<file path="config.mk">
export PLATFORM = sky130hd
export DESIGN_NAME = z_reg_sequencer
export DESIGN_NICKNAME = d
export VERILOG_FILES = /design/src/rtl/z_reg_sequencer.sv
export SDC_FILE = /design/constraint.sdc
export NUM_CORES = 1
export LEC_CHECK = 0
export ABC_CLOCK_PERIOD_IN_PS = 1800
export CAP_MARGIN = 10
export CORE_UTILIZATION = 47
export CTS_BUF_LIST = sky130_fd_sc_hd__clkbuf_2 sky130_fd_sc_hd__clkbuf_4 sky130_fd_sc_hd__clkbuf_8
export DETAILED_ROUTE_END_ITERATION = 10
export MAX_ROUTING_LAYER = met4
export PLACE_DENSITY = 0.81
export SKIP_LAST_GASP = 1
export SLEW_MARGIN = 20
export SYNTH_ARGS = -nofsm -noshare
export SYNTH_HDL_FRONTEND = slang
export SYNTH_SLANG_ARGS = --single-unit
</file>
<file path="constraint.sdc">
create_clock -name clk -period 1.8 [get_ports clk]
set_input_delay 0.45 -clock clk [delete_from_list [all_inputs] [get_ports clk]]
set_output_delay 0.45 -clock clk [all_outputs]
set_load 0.02 [all_outputs]
</file>
<file path="src/rtl/z_reg_sequencer.sv">
// Shares the ALU and Z result register between two requesters: round-robin grant,
// then LOAD/EXEC/CAPT/PUB/DONE. Define ZSEQ_BACK_TO_BACK_EN to re-arbitrate from DONE.
module z_reg_sequencer #(
   parameter int ALU_LAT = 1,
   parameter int OPW     = 4
) (
   input  logic           clk,
   input  logic           rst,
   input  logic [1:0]     req,
   input  logic [OPW-1:0] op0,
   input  logic [OPW-1:0] op1,
   output logic [1:0]     grant,
   output logic [1:0]     done,
   output logic           busy,
   output logic           xy_load,
   output logic [OPW-1:0] alu_op,
   output logic [1:0]     z_ctrl
);

   typedef enum logic [2:0] {
      S_IDLE,
      S_LOAD,
      S_EXEC,
      S_CAPT,
      S_PUB,
      S_DONE
   } state_t;

   localparam logic [3:0] CNT_INIT = 4'(ALU_LAT - 1);

   state_t         state_q, state_d;
   logic           owner_q, owner_d;
   logic           last_q, last_d;
   logic [OPW-1:0] op_q, op_d;
   logic [3:0]     cnt_q, cnt_d;
   logic           arb_point;
   logic           take;
   logic           pick;
   logic [1:0]     owner_oh;

`ifdef ZSEQ_BACK_TO_BACK_EN
   assign arb_point = (state_q == S_IDLE) || (state_q == S_DONE);
`else
   assign arb_point = (state_q == S_IDLE);
`endif

   // On a tie the requester that did not win last time is chosen
   assign pick = (req == 2'b11) ? ~last_q : req[1];
   assign take = arb_point && (req != 2'b00);

   always_comb begin
      state_d = state_q;
      owner_d = owner_q;
      last_d  = last_q;
      op_d    = op_q;
      cnt_d   = cnt_q;
      case (state_q)
         S_IDLE: if (take) state_d = S_LOAD;
         S_LOAD: begin
            cnt_d   = CNT_INIT;
            state_d = S_EXEC;
         end
         S_EXEC: begin
            if (cnt_q != 4'd0) cnt_d = cnt_q - 4'd1;
            else               state_d = S_CAPT;
         end
         S_CAPT: state_d = S_PUB;
         S_PUB:  state_d = S_DONE;
         S_DONE: state_d = take ? S_LOAD : S_IDLE;
         default: state_d = S_IDLE;
      endcase
      if (take) begin
         owner_d = pick;
         last_d  = pick;
         op_d    = pick ? op1 : op0;
      end
   end

   always_ff @(posedge clk) begin
      if (rst) begin
         state_q <= S_IDLE;
         owner_q <= 1'b0;
         last_q  <= 1'b1;
         op_q    <= '0;
         cnt_q   <= 4'd0;
      end else begin
         state_q <= state_d;
         owner_q <= owner_d;
         last_q  <= last_d;
         op_q    <= op_d;
         cnt_q   <= cnt_d;
      end
   end

   assign owner_oh = owner_q ? 2'b10 : 2'b01;

   always_comb begin
      grant   = 2'b00;
      done    = 2'b00;
      busy    = 1'b0;
      xy_load = 1'b0;
      alu_op  = '0;
      z_ctrl  = 2'b00;
      if (state_q != S_IDLE) begin
         grant = owner_oh;
         busy  = 1'b1;
      end
      case (state_q)
         S_LOAD: begin
            xy_load = 1'b1;
            alu_op  = op_q;
         end
         S_EXEC: alu_op = op_q;
         S_CAPT: begin
            alu_op = op_q;
            z_ctrl = 2'b10;
         end
         S_PUB:  z_ctrl = 2'b01;
         S_DONE: done = owner_oh;
         default: ;
      endcase
   end

endmodule

</file>
# == Word level (Yosys, flattened, before mapping) ==
# Cells that the tools add are included.
# totals
out_inout_bits,12
input_bits,12
regBits,13
# op_classes
eq_ne,9
n_reduce_logical,9
mux,15
bitwise,1
addsub,1
# op_table
op,n
one-hot mux 3 bit (6 select lines),1
two-way mux 4 bit,3
one-hot mux 4 bit (2 select lines),1
equality test 3 x 2 -> 1 bit (second input constant),2
equality test 3 bit (second input constant),2
two-way mux 2 bit,3
two-way mux 3 bit,2
two-way mux 1 bit,4
inequality test 2 bit (second input constant),2
one-hot mux 2 bit (2 select lines),1
AND reduction 2 bit,2
nonzero test 2 bit,2
nonzero test 4 bit,1
subtractor 4 x 1 -> 4 bit (second input constant),1
equality test 3 x 1 -> 1 bit (second input constant),1
zero test 3 bit,1
nonzero test 3 bit,1
OR reduction 3 bit,1
equality test 2 bit (second input constant),1
inequality test 2 x 1 -> 1 bit (second input constant),1
logical AND 1 bit,1
inverter 1 bit,1

# == Logic depth before layout (Yosys ltp) ==
# logic_depth
word_depth,4
ltp_mapped,5
ltp_nobuf,5

# == Worst setup path after synthesis ==
# OpenSTA, ideal clock, no wires.
# synth_timing
path_kind,flip-flop to output port
startpoint,register state_q[2]
endpoint,output done[0]
arrival_ns,1.349
path_slack_ns,0.001
required_time_ns,1.350
stages_incl_launch_ff,3
cell_sequence,dfxtp_1 clkbuf_1 nor4b_1
# synth_between
elab_chain_len,2
# synth_lines
item,line,rtl
start: declaration,31,"state_t state_q, state_d;"
start signal: assignment,87,state_q <= state_d;
equality test 3 bit,108,case (state_q)
two-way mux 2 bit,108,
end: declaration,13,"output logic [1:0] done,"
# Every way passes these cells.

# == Final worst setup path ==
# layout_timing
startpoint,register state_q[1]
endpoint,output grant[1]
# layout_between
elab_chain_len,2
# layout_lines
item,line,rtl
nonzero test 3 bit,104,if (state_q != S_IDLE) begin
two-way mux 2 bit,104,
end: declaration,12,"output logic [1:0] grant,"
# Every way passes these cells.

==> impl_metrics.ini <==
[status]
status = finished, violations left
violations = negative setup slack

[setup_path]
crit_chain = buf_4, nor3_4, inv_2, and2_4, buf_6
crit_slowest_cell = dfxtp_2
worstPathRequired_ns = 1.35
r2r-end = cnt_q[3]
rr_worst_depth = 5
crit_start = state_q[1]
timing.rr.start = state_q[2]
critPathMaxStageDelay_ns = 0.35
worst_setup_path_end_kind = output pin
crit_path_start_kind = flop
reg2reg_slack_ns = 0.07
crit_type = reg2out
path_max_fanout = 5
arrival_ns = 1.35

[routing]
dr.pass1.iters = 4
viasPerCell = 5.63
drt_iter0_markers = 14
wl_per_cell_um = 14.1
ant_nets = 0
wl_mm = 2.01
routed-via-count = 800
drc = 0

[power_and_ir_drop]
sw_frac_of_total = 0.393
p_clk_frac = 0.136
peakVddDrop_v = 0.000676
p_leak_nw = 0.497
p_comb_frac = 0.570
p_per_area_nw_per_um2 = 1290
seq_power_share = 0.294
p_int_w = 0.000864
power_switching_w = 0.000561

[timing]
rsz0062_at_grt = yes
slew_violations = 0
hold-worst-slack_ns = 0.517
min_period_ns = 1.80
setup_ws_ns = -0.000122
final.period_utilization = 1.00
maxSlewHeadroom = 0.651
finalSetupViolCount = 1
max_slew.worst_pin.slew_ns = 0.516
hold_viol = 0
fmax_mhz = 556
clock_skew_ns = 0.0113

[floorplanning]
coreArea_um2 = 1510
ios = 24
fp.dieW_um = 42.0
start_util = 0.498
die_y_um = 42.0
row_count = 14
die_area_um2 = 1760

[run]
max-cap-violations = 0

[min_path]
hold_depth = 2
hold_end = op_q[1]
holdCritStartpoint = op_q[1]
hp-class = reg2reg

[final_layout]
n_antenna_cell = 0
multi_input_area_um2 = 465
regArea_um2 = 263
drive_gt1_frac = 0.349
finalNonFillerCells = 142
nNetsFinal = 141
area_growth_pct = 47.5
fillers = 118

[place]
dp_cells = 137
dp_hpwl_mm = 1.56
io_buffers = 23
gp_congestion = 0.879

[grt]
grt_pass1_vias = 811
grt_util_all_layers = 0.259
grt_start_max_net_pins = 11
grt-ovfl-total = 0
antenna_found_initial = 0
grt_pass1_wl_mm = 3.43

[synth]
syn-cell-area_um2 = 751
yosys.cell_types.count = 36
synth_seq_area_share = 0.347
syn-num-nets = 101
avgSynthCellArea_um2 = 8.63
synth_ff_type = dfxtp_1
yosysWarnings = 0
async_flop_share = 0
syn_inst = 87
ys_ff_latch = 13
synth_edf_count = 0

[clock_network]
clk_pin_slew_ns = 0.09
cts_tree = yes
postCtsHoldBufs = 0
cts_buffers = 3
cts-root-buf = clkbuf_4
clock_sinks = 13
h-tree-depth = 1
clock_latency_ns = 0.27
clk_path_buf_depth = 2
[metrics by stage]
stage	TNS [ns]	total power (W)	cell area [µm²]	setup slack, ns	util
final	-0.000122	0.00142	1110	-0.000122	0.735
after global routing	-0.149	0.00151	1110	-0.0499	0.735
after CTS	-0.0737	0.00142	1120	-0.0737	0.747
after detailed placement	-1.01	0.00120	1100	-0.138	0.728
after global placement	-0.860	0.00118	1100	-0.121	0.728
after floorplan	0	0.000864	751	0.000806	-
[layout make-up]
cell class,count,area share
repair buffers,39,0.277
multi-input cells,64,0.420
clock buffers,4,0.0271
inverters,6,0.0203
well taps,16,0.0181
flip-flops and latches,13,0.237
[cell families after synthesis]
kind of cell / count (synthesis) / share of synthesized area
AND/OR/NAND/NOR: 34 / 0.292
AO/OA/AOI/OAI: 22 / 0.198
flip-flops: 13 / 0.347
buffers and inverters: 10 / 0.0517
multiplexers: 5 / 0.0667
adder cells (fa/ha/maj): 2 / 0.0333
XOR/XNOR: 1 / 0.0117
[critical path: cells and delay by family, from the launching register on]
family | cells | cell delay [ns]
flip-flops | 1 | 0.35
AND/OR/NAND/NOR | 2 | 0.39
buffers and inverters | 3 | 0.33
[how the worst max path moves through the flow]
stage / endpoint / slack, ns / cells after the start
floorplan: done[0] / 0.0008 / 2
CTS: xy_load / -0.07 / 3
detailed placement: xy_load / -0.14 / 3
global route: xy_load / -0.05 / 3
finish: grant[1] / -0.0001 / 5
global placement: grant[0] / -0.12 / 5
[Yosys cell counts, types with 3 or more instances]
cell type,count,area share
inv_1,6,0.030
a21oi_1,7,0.047
nor4b_1,3,0.035
nor2_1,7,0.035
a211oi_1,4,0.040
mux2i_1,5,0.067
clkbuf_1,3,0.015
and2_1,7,0.058
o21ai_0,3,0.020
dfxtp_1,13,0.35
[what timing repair did]
| item | CTS | global route |
|---|---|---|
| pin swaps | 2 | 0 |
| setup endpoints to repair | 12 | 11 |
| buffers inserted | 1 | 0 |
| resized for setup | 53 | 7 |
[state kept, by name, indices dropped and copies added, names as in the netlist]
register / cells
op_q: 4
last_q: 1
cnt_q: 4
owner_q: 1
state_q: 3
[layout by cell type (no fill, tap or decap), types with 2 or more instances in the layout]
cell type and count:
dfxtp_2 2, clkdlybuf4s50_1 11, ha_1 2, buf_2 9
buf_6 3, dfxtp_1 11, mux2i_1 5, nor3_1 2
and3_1 2, a211oi_1 4, and2_1 6, nor4b_1 3
o21ai_0 3, nor2_1 5, a21oi_1 7, nor2_2 2
clkbuf_4 4, buf_4 15, inv_1 5
[power by group through the flow]
stage                     clock [W]  sequential [W]  combinational, W
after global placement            0        0.000417          0.000765
after global routing       0.000208        0.000431          0.000869
after detailed placement          0        0.000418          0.000785
after CTS                  0.000194        0.000417          0.000811
final                      0.000194        0.000419          0.000812
after floorplan                   0        0.000403          0.000461
[per-layer routing]
metal,routed length (µm),global-route usage,part of all wire
met1,824,0.294,0.41
met2,1060,0.434,0.53
met3,88,0.0609,0.044
met4,34,0.110,0.017
met5,0,-,0
(Power assumes the default switching activity.)
